[src/rtl/lsu_mem_initiator_if.sv]
// CPU request/response and MMU bus bundle for the load/store initiator.
// master = the initiator itself, slave = the CPU pipeline plus MMU environment.
interface lsu_mem_initiator_if;
  logic        req_valid;
  logic        req_ready;
  logic        req_store;
  logic [2:0]  req_funct3;
  logic [31:0] req_base;
  logic [31:0] req_offset;
  logic [31:0] req_store_data;
  logic        resp_valid;
  logic [31:0] resp_load_data;
  logic        resp_fault;
  logic [1:0]  resp_cause;
  logic        mem_write_enable;
  logic        mem_read_enable;
  logic        mem_signed_read;
  logic [1:0]  mem_data_width;
  logic [31:0] mem_address;
  logic [31:0] mem_data_out;
  logic [31:0] mem_data_in;
  logic        mem_ready;

  modport master (
    input  req_valid, req_store, req_funct3, req_base, req_offset, req_store_data,
    output req_ready, resp_valid, resp_load_data, resp_fault, resp_cause,
    output mem_write_enable, mem_read_enable, mem_signed_read, mem_data_width,
    output mem_address, mem_data_out,
    input  mem_data_in, mem_ready
  );

  modport slave (
    output req_valid, req_store, req_funct3, req_base, req_offset, req_store_data,
    input  req_ready, resp_valid, resp_load_data, resp_fault, resp_cause,
    input  mem_write_enable, mem_read_enable, mem_signed_read, mem_data_width,
    input  mem_address, mem_data_out,
    output mem_data_in, mem_ready
  );
endinterface

[src/rtl/lsu_mem_initiator.sv]
// Single-outstanding load/store initiator: decodes funct3, computes the effective
// address, runs one MMU transaction and reports completion or fault.
module lsu_mem_initiator #(
  parameter bit          ALLOW_MISALIGNED = 1'b0,
  parameter int unsigned TIMEOUT_CYCLES   = 255
) (
  input  logic               clk,
  input  logic               reset,
  lsu_mem_initiator_if.master bus
);

  typedef enum logic [1:0] {IDLE, ISSUE, WAIT, FAULT} state_e;

  localparam logic [15:0] CNT_LAST = 16'(TIMEOUT_CYCLES - 1);

  state_e      state_q, state_d;
  logic [15:0] cnt_q, cnt_d;
  logic [31:0] addr_q, addr_d;
  logic [31:0] wdata_q, wdata_d;
  logic [1:0]  width_q, width_d;
  logic        signed_q, signed_d;
  logic        store_q, store_d;
  logic [1:0]  pcause_q, pcause_d;
  logic        rvalid_q, rvalid_d;
  logic        rfault_q, rfault_d;
  logic [1:0]  rcause_q, rcause_d;
  logic [31:0] rdata_q, rdata_d;

  logic [31:0] ea;
  logic [1:0]  dec_width;
  logic        dec_signed;
  logic        dec_illegal;
  logic        misaligned;

  assign ea = bus.req_base + bus.req_offset;

  always_comb begin
    dec_width   = 2'd0;
    dec_signed  = 1'b0;
    dec_illegal = 1'b0;
    if (bus.req_store) begin
      case (bus.req_funct3)
        3'b000:  dec_width = 2'd0;
        3'b001:  dec_width = 2'd1;
        3'b010:  dec_width = 2'd3;
        default: dec_illegal = 1'b1;
      endcase
    end else begin
      case (bus.req_funct3)
        3'b000:  begin dec_width = 2'd0; dec_signed = 1'b1; end
        3'b001:  begin dec_width = 2'd1; dec_signed = 1'b1; end
        3'b010:  begin dec_width = 2'd3; dec_signed = 1'b1; end
        3'b100:  dec_width = 2'd0;
        3'b101:  dec_width = 2'd1;
        default: dec_illegal = 1'b1;
      endcase
    end
  end

  // Width code doubles as "extra bytes beyond the first", so the last byte lane is offset+width.
  assign misaligned = ({1'b0, ea[1:0]} + {1'b0, dec_width}) > 3'd3;

  always_ff @(posedge clk) begin
    if (reset) begin
      state_q  <= IDLE;
      cnt_q    <= '0;
      addr_q   <= '0;
      wdata_q  <= '0;
      width_q  <= '0;
      signed_q <= 1'b0;
      store_q  <= 1'b0;
      pcause_q <= '0;
      rvalid_q <= 1'b0;
      rfault_q <= 1'b0;
      rcause_q <= '0;
      rdata_q  <= '0;
    end else begin
      state_q  <= state_d;
      cnt_q    <= cnt_d;
      addr_q   <= addr_d;
      wdata_q  <= wdata_d;
      width_q  <= width_d;
      signed_q <= signed_d;
      store_q  <= store_d;
      pcause_q <= pcause_d;
      rvalid_q <= rvalid_d;
      rfault_q <= rfault_d;
      rcause_q <= rcause_d;
      rdata_q  <= rdata_d;
    end
  end

  always_comb begin
    state_d  = state_q;
    cnt_d    = cnt_q;
    addr_d   = addr_q;
    wdata_d  = wdata_q;
    width_d  = width_q;
    signed_d = signed_q;
    store_d  = store_q;
    pcause_d = pcause_q;
    rvalid_d = 1'b0;
    rfault_d = rfault_q;
    rcause_d = rcause_q;
    rdata_d  = rdata_q;
    case (state_q)
      IDLE: begin
        if (bus.req_valid) begin
          addr_d   = ea;
          wdata_d  = bus.req_store_data;
          width_d  = dec_width;
          signed_d = dec_signed;
          store_d  = bus.req_store;
          if (dec_illegal) begin
            state_d  = FAULT;
            pcause_d = 2'd2;
          end else if (misaligned && !ALLOW_MISALIGNED) begin
            state_d  = FAULT;
            pcause_d = 2'd1;
          end else begin
            state_d  = ISSUE;
          end
        end
      end
      ISSUE: begin
        state_d = WAIT;
        cnt_d   = '0;
      end
      WAIT: begin
        // MMU ready is registered on its side, so a 1 here already reflects this access.
        if (bus.mem_ready) begin
          rvalid_d = 1'b1;
          rfault_d = 1'b0;
          rcause_d = 2'd0;
          if (!store_q) rdata_d = bus.mem_data_in;
          state_d  = IDLE;
        end else if (cnt_q == CNT_LAST) begin
          rvalid_d = 1'b1;
          rfault_d = 1'b1;
          rcause_d = 2'd3;
          state_d  = IDLE;
        end else begin
          cnt_d = cnt_q + 16'd1;
        end
      end
      FAULT: begin
        rvalid_d = 1'b1;
        rfault_d = 1'b1;
        rcause_d = pcause_q;
        state_d  = IDLE;
      end
      default: state_d = IDLE;
    endcase
  end

  always_comb begin
    bus.req_ready        = (state_q == IDLE);
    bus.mem_read_enable  = (state_q == ISSUE) && !store_q;
    bus.mem_write_enable = (state_q == ISSUE) && store_q;
    bus.mem_address      = addr_q;
    bus.mem_data_out     = wdata_q;
    bus.mem_data_width   = width_q;
    bus.mem_signed_read  = signed_q;
    bus.resp_valid       = rvalid_q;
    bus.resp_fault       = rfault_q;
    bus.resp_cause       = rcause_q;
    bus.resp_load_data   = rdata_q;
  end

endmodule
[src/flat_wrapper.sv]
// flat-port wrapper written by rule: the top's interface ports become plain ports
module lsu_mem_initiator_flat 
#(
  parameter bit          ALLOW_MISALIGNED = 1'b0,
  parameter int unsigned TIMEOUT_CYCLES   = 255
)
  (clk, reset, bus_req_valid, bus_req_store, bus_req_funct3, bus_req_base, bus_req_offset, bus_req_store_data, bus_req_ready, bus_resp_valid, bus_resp_load_data, bus_resp_fault, bus_resp_cause, bus_mem_write_enable, bus_mem_read_enable, bus_mem_signed_read, bus_mem_data_width, bus_mem_address, bus_mem_data_out, bus_mem_data_in, bus_mem_ready);
  lsu_mem_initiator_if bus_i ();
  input  logic clk;
  input  logic reset;
  input wire logic [$bits(bus_i.req_valid)-1:0] bus_req_valid;
  input wire logic [$bits(bus_i.req_store)-1:0] bus_req_store;
  input wire logic [$bits(bus_i.req_funct3)-1:0] bus_req_funct3;
  input wire logic [$bits(bus_i.req_base)-1:0] bus_req_base;
  input wire logic [$bits(bus_i.req_offset)-1:0] bus_req_offset;
  input wire logic [$bits(bus_i.req_store_data)-1:0] bus_req_store_data;
  output wire logic [$bits(bus_i.req_ready)-1:0] bus_req_ready;
  output wire logic [$bits(bus_i.resp_valid)-1:0] bus_resp_valid;
  output wire logic [$bits(bus_i.resp_load_data)-1:0] bus_resp_load_data;
  output wire logic [$bits(bus_i.resp_fault)-1:0] bus_resp_fault;
  output wire logic [$bits(bus_i.resp_cause)-1:0] bus_resp_cause;
  output wire logic [$bits(bus_i.mem_write_enable)-1:0] bus_mem_write_enable;
  output wire logic [$bits(bus_i.mem_read_enable)-1:0] bus_mem_read_enable;
  output wire logic [$bits(bus_i.mem_signed_read)-1:0] bus_mem_signed_read;
  output wire logic [$bits(bus_i.mem_data_width)-1:0] bus_mem_data_width;
  output wire logic [$bits(bus_i.mem_address)-1:0] bus_mem_address;
  output wire logic [$bits(bus_i.mem_data_out)-1:0] bus_mem_data_out;
  input wire logic [$bits(bus_i.mem_data_in)-1:0] bus_mem_data_in;
  input wire logic [$bits(bus_i.mem_ready)-1:0] bus_mem_ready;
  assign bus_i.req_valid = bus_req_valid;
  assign bus_i.req_store = bus_req_store;
  assign bus_i.req_funct3 = bus_req_funct3;
  assign bus_i.req_base = bus_req_base;
  assign bus_i.req_offset = bus_req_offset;
  assign bus_i.req_store_data = bus_req_store_data;
  assign bus_req_ready = bus_i.req_ready;
  assign bus_resp_valid = bus_i.resp_valid;
  assign bus_resp_load_data = bus_i.resp_load_data;
  assign bus_resp_fault = bus_i.resp_fault;
  assign bus_resp_cause = bus_i.resp_cause;
  assign bus_mem_write_enable = bus_i.mem_write_enable;
  assign bus_mem_read_enable = bus_i.mem_read_enable;
  assign bus_mem_signed_read = bus_i.mem_signed_read;
  assign bus_mem_data_width = bus_i.mem_data_width;
  assign bus_mem_address = bus_i.mem_address;
  assign bus_mem_data_out = bus_i.mem_data_out;
  assign bus_i.mem_data_in = bus_mem_data_in;
  assign bus_i.mem_ready = bus_mem_ready;
  lsu_mem_initiator #(.ALLOW_MISALIGNED(ALLOW_MISALIGNED), .TIMEOUT_CYCLES(TIMEOUT_CYCLES)) u_core (.clk(clk), .reset(reset), .bus(bus_i));
endmodule
[config.mk]
export PLATFORM = sky130hd
export DESIGN_NAME = lsu_mem_initiator_flat
export DESIGN_NICKNAME = d
export VERILOG_FILES = /design/src/rtl/lsu_mem_initiator_if.sv /design/src/rtl/lsu_mem_initiator.sv /design/src/flat_wrapper.sv
export SDC_FILE = /design/constraint.sdc
export NUM_CORES = 1
export LEC_CHECK = 0
export BUFFER_PORTS_ARGS = -buffer_cell sky130_fd_sc_hd__buf_2
export CORE_MARGIN = 1
export CORE_UTILIZATION = 30
export CTS_BUF_LIST = sky130_fd_sc_hd__clkbuf_4 sky130_fd_sc_hd__clkbuf_8
export CTS_CLUSTER_SIZE = 14
export DETAILED_ROUTE_END_ITERATION = 10
export PLACE_DENSITY = 0.63
export SLEW_MARGIN = 10
export SYNTH_ARGS = -nofsm -noshare
export SYNTH_HDL_FRONTEND = slang
export SYNTH_SLANG_ARGS = --single-unit
export TNS_END_PERCENT = 50
[constraint.sdc]
create_clock -name clk -period 4.7 [get_ports clk]
set_input_delay 0.235 -clock clk [delete_from_list [all_inputs] [get_ports clk]]
set_output_delay 0.235 -clock clk [all_outputs]
set_load 0.05 [all_outputs]
==> results of run 1 <==
[state kept, by name (all words and copies together), names as in the netlist]
name                        cells
u_core.bus.mem_address         32
u_core.bus.mem_data_out        32
u_core.bus.mem_data_width       2
u_core.bus.mem_signed_read      1
u_core.bus.resp_cause           2
u_core.bus.resp_fault           1
u_core.bus.resp_load_data      32
u_core.bus.resp_valid           1
u_core.cnt_q                   16
u_core.pcause_q                 2
u_core.state_q                  2
u_core.store_q                  1
[metal layers]
metal | routed length [um] | track usage (%)
met5 | 0 | 0
met4 | 325 | 6.684
met3 | 883 | 3.668
met2 | 8655 | 29.33
met1 | 8598 | 21.89
[layout make-up]
type                       count  area, um2
timing repair buffer         277       1559
clock inverter                13      191.4
tap                          270      337.8
clock buffer                  18      241.5
inverter                      17      63.81
multi-input combinational    607       3467
fill                        2055      11820
antenna                        1      2.502
sequential                   124       2482
[Yosys cell counts (4+ instances only)]
cell	number
a211oi_1	4
a21o_1	17
a21oi_1	124
a22o_1	5
a31oi_1	6
and2_1	5
clkbuf_1	41
dfxtp_1	124
ha_1	34
inv_1	17
nand2_1	193
nand3_1	12
nand4_1	9
nor2_1	52
nor2b_1	4
nor3_1	12
o21a_1	5
o21ai_0	22
o21bai_1	4
or3_1	10
xnor2_1	19
xor2_1	13
[where the power goes]
group          switching [mW]  total [mW]  leakage, nW  internal, mW
clock                   0.459        1.04        0.209         0.585
sequential             0.0370        1.15         1.01          1.12
combinational           0.546       0.806         2.56         0.260
total                    1.04        3.01         3.78          1.96
[repair_timing]
item	4_1_cts	5_1_grt
resized for setup	0	0
hold buffers	32	0
hold endpoints to repair	32	0
[layout by cell type, fill, tap and decap left out, types with 3 or more instances in the layout]
cell type	count
buf_2	240
nand2_1	192
a21oi_1	124
dfxtp_1	124
nor2_1	52
ha_1	34
dlygate4sd3_1	32
o21ai_0	22
xnor2_1	19
inv_1	17
a21o_1	17
clkbuf_8	17
xor2_1	13
nand3_1	12
nor3_1	11
or3_1	10
nand4_1	9
a31oi_1	6
o21a_1	5
a22o_1	5
buf_4	5
o21bai_1	4
and2_1	4
a211oi_1	4
nor2b_1	4
bufinv_16	4
and3_1	3
and4_1	3
nand2b_1	3
o2111ai_1	3
o31a_1	3
or2_2	3
o211ai_1	3
clkinv_4	3
clkinvlp_4	3
[how the worst max path moves through the flow]
stage                                       from                                      end  cells after the start
finish              u_core.cnt_q[0]$_SDFFE_PP0P_             u_core.cnt_q[7]$_SDFFE_PP0P_                      9
global route        u_core.cnt_q[0]$_SDFFE_PP0P_            u_core.cnt_q[13]$_SDFFE_PP0P_                      9
CTS                 u_core.cnt_q[0]$_SDFFE_PP0P_             u_core.cnt_q[7]$_SDFFE_PP0P_                      9
detailed placement             bus_req_offset[0]  u_core.bus.mem_address[30]$_SDFFE_PP0P_                     12
global placement               bus_req_offset[3]  u_core.bus.mem_address[31]$_SDFFE_PP0P_                     10
floorplan                      bus_req_offset[0]  u_core.bus.mem_address[30]$_SDFFE_PP0P_                     11
[worst max-delay path, delay by kind of cell (launching register included)]
kind	cells	cell delay, ps
DFF	1	380
and+or+nand+nor	4	870
buffers and inverters	1	90
adders and majority gates	1	200
AOI/OAI and AO/OA	3	930
[through the flow]
stage / setup slack, ps / utilization (%)
final: 2172 / 41.38
after global routing: 1973 / 41.38
after floorplan: 2128 / -
after global placement: 1898 / 37.63
after detailed placement: 1835 / 37.63
after CTS: 2161 / 41.36
[cell families (layout without fill, tap and decap cells)]
group           count (synthesis)  after routing  share of synthesized area [%]
fa+ha+maj                      35             35                          7.220
buf+inv                        61            325                          3.711
xor+xnor                       32             32                          4.543
simple gates                  318            318                          22.27
other cells                     0              1                              0
compound gates                221            221                          21.86
flops                         124            124                          40.24
mux                             1              1                         0.1622
==> metrics.log, run 1 <==
INFO  metric run_status = finished clean
INFO  metric dr.first_iter.drc_count = between 200 and 250
INFO  metric post_route_cells_drive_above_1_share = 27.46%
INFO  metric timing.critical_path.mode_cell = a21oi_1
INFO  metric post_drt_wl_per_cell = 13.91 um
INFO  metric max_cap_viol_count = 0
INFO  metric final.min_clock_period = 2528 ps
INFO  metric cts_max_level = 4
INFO  metric insertion_delay = 440 ps
INFO  metric rows = 52
INFO  metric number_of_global_route_vias_before_repair = around 6000
INFO  metric drt_first_pass_iters = 4
INFO  metric hold-worst-slack = 36.80 ps
INFO  metric timing.final.crit_share = 53.79%
INFO  metric ys_dominant_reg_cell = dfxtp_1
INFO  metric synthCells = 792
INFO  metric route.vias.total = 6373
INFO  metric r2r_slack = 2170 ps
INFO  metric worst_slew_margin_rel = 25.72%
INFO  metric detail-route-antenna-nets = 0
INFO  metric worst_r2r_endpoint = u_core.cnt_q[7]$_SDFFE_PP0P_
INFO  metric cts-buffers-inserted = 17
INFO  metric horizontal_die_dimension = 145.4 um
INFO  metric synthDistinctLibCells = 56
INFO  metric grt_overflow = 0
INFO  metric area_growth_syn_to_layout = 35.27%
INFO  metric crit_required = 5060 ps
INFO  metric fp.dieH = roughly 150 um
INFO  metric postPlaceCellArea = 7590 um2
INFO  metric cts_post_setup_buffers_inserted = 0
INFO  metric design.core.area = between 20000 and 25000 um2
INFO  metric hold_viol_final = 0
INFO  metric timing.rr.start = u_core.cnt_q[0]$_SDFFE_PP0P_
INFO  metric fin_worst_skew = 11.42 ps
INFO  metric synth_seq_cells = 124
INFO  metric slowest_delay = roughly 450 ps
INFO  metric setup_viol = 0
INFO  metric hold_class = in -> reg
INFO  metric worst-endpoint-arrival = 2890 ps
INFO  metric finish.instance_area = around 8300 um2
INFO  metric tritoncts = yes
INFO  metric hold-path-endpoint = u_core.bus.resp_load_data[2]$_SDFFE_PP0P_
INFO  metric place.port_buffers = between 200 and 250
INFO  metric placed_cells = 1263
INFO  metric dp.final_hpwl = about 13000 um
INFO  metric timing.setup.critical_path_class = reg -> reg
INFO  metric gp_routability_congestion = 0.8351
INFO  metric number_of_cells_on_the_worst_reg_to_reg_path = 9
INFO  metric cp-end-kind = flip-flop
INFO  metric synth_enable_flop_cells = 0
INFO  metric first_pass_grt_wire_length = 29730 um
INFO  metric crit_chain = inv_1, ha_1, or4b_2, nor3_1, a311o_2, a21oi_1, nand4_1, or3_1, a21oi_1
INFO  metric route.detailed.drc = 0
INFO  metric synthesis.area = 6170 um2
INFO  metric slew_violations = 0
INFO  metric critPathMaxFanout = 7
INFO  metric setup.worst_path.start_class = flip-flop
INFO  metric min-delay-start = bus_mem_data_in[2]
INFO  metric worst_hold_path.num_cells = 3
INFO  metric antenna_found_initial = 1
INFO  metric postSynthAreaPerCell = 7.790 um2
INFO  metric final_nets = 1215
INFO  metric via_per_inst = 4.803
INFO  metric fmax = roughly 400 MHz
INFO  metric synth-async-reset-ratio = 0%
INFO  metric synth_fp_nets = 963
INFO  metric detail_route.wirelength = 18460 um
INFO  metric clk_path_buf_depth = 2
INFO  metric ir_worst_vdd = roughly 0.15 mV
INFO  metric final_total_pwr = 3.006 mW
INFO  metric cts_num_sinks = ~120
INFO  metric netlist_top_cells_area = dfxtp_1, nand2_1, a21oi_1, ha_1, nor2_1
INFO  metric layout.cells.non_filler = 1327
INFO  metric synth-warning-count = 0
INFO  metric synth.top_cell.area_share = 40.24%
INFO  metric ioPinCount = around 240
INFO  metric initial_utilization = 30.59%
INFO  metric max_slew.worst_pin.slew = roughly 1100 ps
INFO  metric grt_start_max_net_pins = 73
INFO  metric synth_top_area_cell = dfxtp_1
INFO  metric rsz_0062_raised_after_global_routing = no
INFO  metric critical-path-slowest-cell = a311o_2
INFO  metric clk_transition_reported_paths = ~80 ps
INFO  metric groute.usage.overall = 17.45%
INFO  metric synth_seq_area_share = 40.24%
INFO  metric power.static_leakage = about 3.8 nW
INFO  metric clockRootBuffer = clkbuf_8
INFO  metric setup_tns = 0 ps
INFO  metric floorplan.die_area = 21140 um2
INFO  metric pwr_density_cell = 360.2 nW/um2
Power figures use the tool's default switching activity.
==> run 2: changes to the inputs <==
ABC_AREA = 1   (was unset)
clock period = 2.1 ns   (was 4.7 ns; I/O delays follow)
==> run 2 against run 1 <==
  * First-iteration DRC count increased by 110%
  * Sequential cell count unchanged
  * Largest cell class unchanged
  * Critical endpoint is now u_core.cnt_q[4]$_SDFFE_PP0P_
  * Highest routed layer unchanged
  * Synthesized area increased by 18%
  * Clock-buffer cell count unchanged
  * Clock power increased by 110%
==> metrics.log, run 2 <==
INFO  metric cts_num_sinks = 124 (unchanged)
INFO  metric setup.worst_path.start_class = flip-flop (unchanged)
INFO  metric gp_routability_congestion = 0.8869 (was 0.8351)
INFO  metric detail-route-antenna-nets = 0 (unchanged)
INFO  metric route.detailed.drc = 0 (unchanged)
INFO  metric post_drt_wl_per_cell = 13.04 um (was 13.91 um)
INFO  metric utilization = 41.98% (was 41.38%)
INFO  metric tritoncts = yes (unchanged)
INFO  metric groute.usage.overall = 18.70% (was 17.45%)
INFO  metric ys_dominant_reg_cell = dfxtp_1 (unchanged)
INFO  metric post_synth_most_frequent_cells = nand2_1, nor2_1, inv_1 (was nand2_1, a21oi_1, dfxtp_1)
INFO  metric grt_overflow = 0 (unchanged)
INFO  metric antenna_diodes = 0 (was 1)
INFO  metric number_of_cells_on_the_worst_reg_to_reg_path = 9 (unchanged)
INFO  metric finish.instance_area = 9912 um2 (was 8346 um2)
INFO  metric synthDistinctLibCells = 36 (was 56)
INFO  metric crit_required = 2440 ps (was 5060 ps)
INFO  metric power.static_leakage = 5.394 nW (was 3.781 nW)
INFO  metric synthCells = 1165 (was 792)
INFO  metric rows = 56 (was 52)
INFO  metric layout.cells.most_common = nand2_1 (was buf_2)
INFO  metric dr.first_iter.drc_count = 477 (was 222)
INFO  metric setup.worst_path.start = u_core.cnt_q[0]$_SDFFE_PP0P_ (unchanged)
INFO  metric slew_violations = 0 (unchanged)
INFO  metric setup_tns = 0 ps (unchanged)
INFO  metric cts_post_setup_buffers_inserted = 0 (unchanged)
INFO  metric detail_route.wirelength = 23420 um (was 18460 um)
INFO  metric clk_transition_reported_paths = 80 ps (about the same)
INFO  metric most-common-layout-cells = nand2_1, nor2_1, buf_2 (was buf_2, nand2_1, a21oi_1, dfxtp_1, nor2_1)
INFO  metric post-place-ws = 185.6 ps (was 1835 ps)
INFO  metric worst_hold_path.num_cells = 3 (unchanged)
INFO  metric clk_path_buf_depth = 2 (unchanged)
INFO  metric critPathMaxFanout = 19 (was 7)
INFO  metric floorplan.die_area = 24910 um2 (was 21140 um2)
INFO  metric fp.dieH = 157.8 um (was 145.4 um)
INFO  metric timing.final.ws_setup = 268.2 ps (was 2172 ps)
INFO  metric max_cap_viol_count = 0 (unchanged)
INFO  metric fin_worst_skew = 14.59 ps (was 11.42 ps)
INFO  metric hold-path-endpoint = u_core.bus.mem_data_width[0]$_SDFFE_PP0P_ (was u_core.bus.resp_load_data[2]$_SDFFE_PP0P_)
INFO  metric cp-end-kind = flip-flop (unchanged)
INFO  metric insertion_delay = 440 ps (about the same)
INFO  metric dp.final_hpwl = 17400 um (was 13190 um)
INFO  metric ioPinCount = 242 (unchanged)
INFO  metric min-delay-start = bus_req_funct3[0] (was bus_mem_data_in[2])
INFO  metric ir_worst_vdd = 0.3315 mV (was 0.1494 mV)
INFO  metric route.layer.met1.wl = 10330 um (was 8598 um)
INFO  metric timing.final.crit_share = 87.23% (was 53.79%)
INFO  metric clockRootBuffer = clkbuf_8 (unchanged)
INFO  metric synth_enable_flop_cells = 0 (unchanged)
INFO  metric rsz_0062_raised_after_global_routing = no (unchanged)
INFO  metric postPlaceCellArea = 8842 um2 (was 7590 um2)
INFO  metric hold_class = in -> reg (unchanged)
INFO  metric netlist_top_cells_area = dfxtp_1, nand2_1, nor2_1, inv_1, o21ai_0 (was dfxtp_1, nand2_1, a21oi_1, ha_1, nor2_1)
INFO  metric number_of_global_route_vias_before_repair = 7609 (was 5967)
INFO  metric via_per_inst = 4.514 (was 4.803)
INFO  metric pwr_density_cell = 719.7 nW/um2 (was 360.2 nW/um2)
INFO  metric run_status = finished clean (unchanged)
INFO  metric synth.top_cell.area_share = 34.07% (was 40.24%)
INFO  metric wl_met2 = 11070 um (was 8655 um)
INFO  metric drt_first_pass_iters = 5 (was 4)
INFO  metric yosys.cell_count.top_type = nand2_1 (unchanged)
INFO  metric synth_seq_area_share = 34.07% (was 40.24%)
INFO  metric r2r_slack = 270 ps (was 2170 ps)
INFO  metric final.min_clock_period = 1832 ps (was 2528 ps)
INFO  metric initial_utilization = 30.86% (was 30.59%)
INFO  metric final_nets = 1635 (was 1215)
INFO  metric grt_start_max_net_pins = 53 (was 73)
INFO  metric timing.setup.critical_path_class = reg -> reg (unchanged)
INFO  metric design.core.area = 23610 um2 (was 20170 um2)
INFO  metric cts_hold_buf = 66 (was 32)
INFO  metric hold-worst-slack = 73.22 ps (was 36.80 ps)
INFO  metric antenna_found_initial = 0 (was 1)
INFO  metric setup_viol = 0 (unchanged)
INFO  metric post_route_cells_drive_above_1_share = 20.92% (was 27.46%)
INFO  metric hold_viol_final = 0 (unchanged)
INFO  metric cts-buffers-inserted = 17 (unchanged)
INFO  metric synth-async-reset-ratio = 0% (unchanged)
INFO  metric dr_wl_met3 = 1480 um (was 883 um)
INFO  metric layout.area.seq = 2482 um2 (unchanged)
INFO  metric postCtsResizedCells = 0 (unchanged)
INFO  metric worst_r2r_endpoint = u_core.cnt_q[4]$_SDFFE_PP0P_ (was u_core.cnt_q[7]$_SDFFE_PP0P_)
INFO  metric uppermost_routed_layer = met4 (unchanged)
INFO  metric synthesis.area = 7286 um2 (was 6170 um2)
INFO  metric timing.rr.start = u_core.cnt_q[0]$_SDFFE_PP0P_ (unchanged)
INFO  metric fmax = 545.9 MHz (was 395.6 MHz)
INFO  metric cts_max_level = 4 (unchanged)
INFO  metric postSynthAreaPerCell = 6.254 um2 (was 7.790 um2)
INFO  metric place.port_buffers = 241 (unchanged)
INFO  metric horizontal_die_dimension = 157.8 um (was 145.4 um)
INFO  metric synth_top_area_cell = dfxtp_1 (unchanged)
INFO  metric synth-warning-count = 0 (unchanged)
INFO  metric synth_fp_nets = 1336 (was 963)
INFO  metric worst_slew_margin_rel = 62.59% (was 25.72%)
INFO  metric worst-endpoint-arrival = 2170 ps (was 2890 ps)
INFO  metric multiInputGateArea = 4014 um2 (was 3467 um2)
INFO  metric synth_seq_cells = 124 (unchanged)
INFO  metric max_slew.worst_pin.slew = 561.2 ps (was 1114 ps)
INFO  metric route.vias.total = 8107 (was 6373)
INFO  metric nFillCells = 2494 (was 2055)
INFO  metric first_pass_grt_wire_length = 36750 um (was 29730 um)
INFO  metric area_growth_syn_to_layout = 36.05% (was 35.27%)
## run 2: cell types whose count changed after synthesis, moves of 12 or more
cell / delta
a21oi_1: -81
nand3_1: +48
xnor2_1: -12
o21ai_0: +67
nor2_1: +198
a21o_1: -16
clkbuf_1: -20
inv_1: +144
nand2_1: +91
## run 2: critical path: stages (launching register included)
cell	delay [ps]
dfxtp_1	340
inv_1	130
ha_1	150
nor3b_1	310
nand3b_4	120
nand2_4	120
nand2_4	150
clkinv_2	200
nand2_1	70
a21oi_1	150
## run 2: cells by family after synthesis
kind of cell | Yosys count | synth area share, %
AND/OR/NAND/NOR | 634 | 35.60
buffers and inverters | 204 | 10.96
AO/OA/AOI/OAI | 147 | 10.73
flip-flops | 124 | 34.07
adder cells (fa/ha/maj) | 35 | 6.114
XOR/XNOR | 21 | 2.525
## run 2: area by class of cell
cell class                      instances  area share [%]
Clock buffer                           18           2.499
Clock inverter                         14           1.628
Inverter                              167           6.337
Multi-Input combinational cell        837           40.49
Sequential cell                       124           25.04
Tap cell                              319           4.027
Timing Repair Buffer                  317           19.97
## run 2: routing by layer
| metal | global-route usage [%] | vias up |
|---|---|---|
| met1 | 22.87 | 3624 |
| met3 | 5.229 | 41 |
| met4 | 6.149 | 0 |
| li1 | - | 4210 |
| met5 | 0 | - |
| met2 | 31.40 | 232 |
## run 2: power by group
part	internal [mW]	switching, mW
Sequential	2.55	0.109
Combinational	0.689	1.60
Clock	1.11	1.07
## run 2: how the worst max path moves through the flow
stage / end / cells after the start
6_report: u_core.cnt_q[4]$_SDFFE_PP0P_ / 9
5_1_grt: u_core.cnt_q[4]$_SDFFE_PP0P_ / 9
4_1_cts: u_core.cnt_q[4]$_SDFFE_PP0P_ / 9
3_5_place_dp: u_core.bus.mem_address[28]$_SDFFE_PP0P_ / 14
3_3_place_gp: u_core.bus.mem_address[28]$_SDFFE_PP0P_ / 14
2_1_floorplan: u_core.bus.mem_address[12]$_SDFFE_PP0P_ / 9
## run 2: per-stage QoR
step	instances	total power, mW
after floorplan	1165	4.271
after CTS	1796	7.199
after global placement	1698	4.889
after detailed placement	1698	4.903
final	1796	7.134
after global routing	1796	7.563
==> run 3: changes to the inputs <==
PLACE_DENSITY = unset   (was 0.63)
PLACE_DENSITY_LB_ADDON = 0.05   (was unset)
==> run 3 against run 2 <==
  * Clock power up 6%
  * Sequential share of layout area down 0.094 points
  * Register-to-register slack worse by 40 ps
  * First-iteration DRC count down 5.7%
  * Die area unchanged
  * Non-clock buffer count up 2
  * Maximum frequency down 1.9%
  * Combinational power about the same
  * Clock skew about the same
  * Critical endpoint is now u_core.cnt_q[6]$_SDFFE_PP0P_
==> metrics.log, run 3 (synthesis results as in run 2) <==
INFO  metric fin_worst_skew = 14.33 ps (was 14.59 ps)
INFO  metric clockRootBuffer = clkbuf_8 (unchanged)
INFO  metric insertion_delay = 440 ps (about the same)
INFO  metric gp_routability_congestion = 0.8615 (was 0.8869)
INFO  metric number_of_global_route_vias_before_repair = 7299 (was 7609)
INFO  metric slew_violations = 0 (unchanged)
INFO  metric cts_num_sinks = 124 (unchanged)
INFO  metric place.port_buffers = 241 (unchanged)
INFO  metric ioPinCount = 242 (unchanged)
INFO  metric crit_required = 2470 ps (was 2440 ps)
INFO  metric initial_utilization = 30.86% (unchanged)
INFO  metric worst-endpoint-arrival = 2240 ps (was 2170 ps)
INFO  metric cell_int_power = 4.474 mW (was 4.346 mW)
INFO  metric dr.first_iter.drc_count = 450 (was 477)
INFO  metric drt_first_pass_iters = 5 (unchanged)
INFO  metric hold_viol_final = 0 (unchanged)
INFO  metric grt_start_max_net_pins = 62 (was 53)
INFO  metric clk_transition_reported_paths = 80 ps (about the same)
INFO  metric most-common-layout-cells = nand2_1, nor2_1, buf_2 (unchanged)
INFO  metric clk_path_buf_depth = 2 (unchanged)
INFO  metric antenna_diodes = 0 (unchanged)
INFO  metric number_of_cells_on_the_worst_reg_to_reg_path = 9 (unchanged)
INFO  metric rsz_0062_raised_after_global_routing = no (unchanged)
INFO  metric antenna_found_initial = 0 (unchanged)
INFO  metric max_cap_viol_count = 0 (unchanged)
INFO  metric tritoncts = yes (unchanged)
INFO  metric area_growth_syn_to_layout = 36.56% (was 36.05%)
INFO  metric floorplan.die_area = 24910 um2 (unchanged)
INFO  metric rows = 56 (unchanged)
INFO  metric cp-end-kind = flip-flop (unchanged)
INFO  metric ir_worst_vdd = 0.4499 mV (was 0.3315 mV)
INFO  metric pwr_density_cell = 732.4 nW/um2 (was 719.7 nW/um2)
INFO  metric timing.final.crit_share = 88.90% (was 87.23%)
INFO  metric horizontal_die_dimension = 157.8 um (unchanged)
INFO  metric first_pass_grt_wire_length = 37090 um (was 36750 um)
INFO  metric dp.final_hpwl = 18110 um (was 17400 um)
INFO  metric power.static_leakage = 5.416 nW (was 5.394 nW)
INFO  metric detail-route-antenna-nets = 0 (unchanged)
INFO  metric worst_hold_path.num_cells = 4 (was 3)
INFO  metric grt_overflow = 0 (unchanged)
INFO  metric design.core.area = 23610 um2 (unchanged)
INFO  metric cts-buffers-inserted = 17 (unchanged)
INFO  metric layout.cells.most_common = nand2_1 (unchanged)
INFO  metric route.detailed.drc = 0 (unchanged)
INFO  metric hold_class = in -> reg (unchanged)
INFO  metric post_route_cells_drive_above_1_share = 20.96% (was 20.92%)
INFO  metric p_comb_share = 31.8% (was 32.1%)
INFO  metric setup.worst_path.start_class = flip-flop (unchanged)
INFO  metric p_seq_share = 36.3% (was 37.2%)
INFO  metric timing.setup.critical_path_class = reg -> reg (unchanged)
INFO  metric detail_route.wirelength = 23660 um (was 23420 um)
INFO  metric final.min_clock_period = 1867 ps (was 1832 ps)
INFO  metric via_per_inst = 4.380 (was 4.514)
INFO  metric final_nets = 1637 (was 1635)
INFO  metric share_clk_of_total_power = 31.9% (was 30.6%)
INFO  metric post_drt_wl_per_cell = 13.16 um (was 13.04 um)
INFO  metric cts_max_level = 4 (unchanged)
INFO  metric route.vias.total = 7876 (was 8107)
INFO  metric total_switching_power = 2.813 mW (was 2.788 mW)
INFO  metric setup_viol = 0 (unchanged)
INFO  metric setup_tns = 0 ps (unchanged)
INFO  metric hold-worst-slack = 33.13 ps (was 73.22 ps)
INFO  metric p_sw_share = 38.60% (was 39.08%)
INFO  metric fp.dieH = 157.8 um (unchanged)
INFO  metric groute.usage.overall = 19.07% (was 18.70%)
INFO  metric max_slew.worst_pin.slew = 576.0 ps (was 561.2 ps)
INFO  metric critPathMaxFanout = 19 (unchanged)
INFO  metric run_status = finished clean (unchanged)
INFO  metric final_total_pwr = 7.287 mW (was 7.134 mW)
INFO  metric fmax = 535.6 MHz (was 545.9 MHz)
INFO  metric worst_slew_margin_rel = 61.60% (was 62.59%)
[run 3: cell count changes in the layout (fill, tap and decap cells not counted)]
cell,delta
inv_6,+4
clkinv_4,-3
buf_4,+1
bufinv_16,+1
clkinvlp_4,-1
dlygate4sd3_1,+1
inv_8,-1
[run 3: worst paths after layout]
check | slack [ps] | end | start
min | 30 | u_core.bus.mem_data_width[0]$_SDFFE_PP0P_ | bus_req_funct3[2]
max | 230 | u_core.cnt_q[6]$_SDFFE_PP0P_ | u_core.cnt_q[0]$_SDFFE_PP0P_
max reg2reg | 230 | u_core.cnt_q[6]$_SDFFE_PP0P_ | u_core.cnt_q[0]$_SDFFE_PP0P_
min reg2reg | 460 | u_core.bus.resp_cause[0]$_SDFFE_PP0P_ | u_core.bus.resp_cause[0]$_SDFFE_PP0P_
[run 3: through the flow]
stage	setup slack [ps]	instances	utilization (%)	instance area (um2)
3_5_place_dp	126.4	1699	37.48	8850
3_3_place_gp	169.2	1699	37.48	8850
5_1_grt	94.29	1798	42.14	9950
6_report	233.0	1798	42.14	9950
2_1_floorplan	242.9	1165	-	7288
4_1_cts	227.5	1798	42.14	9950
[run 3: critical path: stages (launching register included)]
cell      delay, ps
dfxtp_1         350
inv_1           140
ha_1            160
nor3b_1         310
nand3b_4        120
nand2_4         120
nand2_4         160
clkinv_2        210
nand2_1          90
a21oi_2         130
[run 3: cell type report]
class / count / area [um2]
Timing Repair Buffer: 319 / 1997
Clock buffer: 18 / 247.7
Clock inverter: 14 / 181.4
Fill cell: 2621 / 13660
Tap cell: 319 / 399.1
Inverter: 167 / 628.1
Multi-Input combinational cell: 837 / 4014
Sequential cell: 124 / 2482
[run 3: timing repair]
| item | in CTS | in global routing |
|---|---|---|
| gates resized for setup | 0 | 0 |
| hold buffers | 67 | 0 |
| hold endpoints to repair | 68 | 0 |
| setup buffers | 0 | 0 |
[run 3: per-layer routing]
layer / global-route usage [%] / routed length (um) / vias up / share of wire [%]
met3: 3.367 / 970 / 29 / 4.1
met1: 23.72 / 10920 / 3464 / 46
met2: 33.25 / 11420 / 161 / 48
met5: 0 / 0 / - / 0
met4: 5.779 / 355 / 0 / 1.5
li1: - / - / 4222 / -
[run 3: power by group through the flow]
stage / Clock [mW] / Sequential [mW] / Combinational (mW)
after floorplan: 0 / 3.33 / 0.944
after detailed placement: 0 / 2.70 / 2.24
final: 2.33 / 2.65 / 2.31
after global placement: 0 / 2.70 / 2.24
after global routing: 2.52 / 2.67 / 2.55
after CTS: 2.40 / 2.65 / 2.34
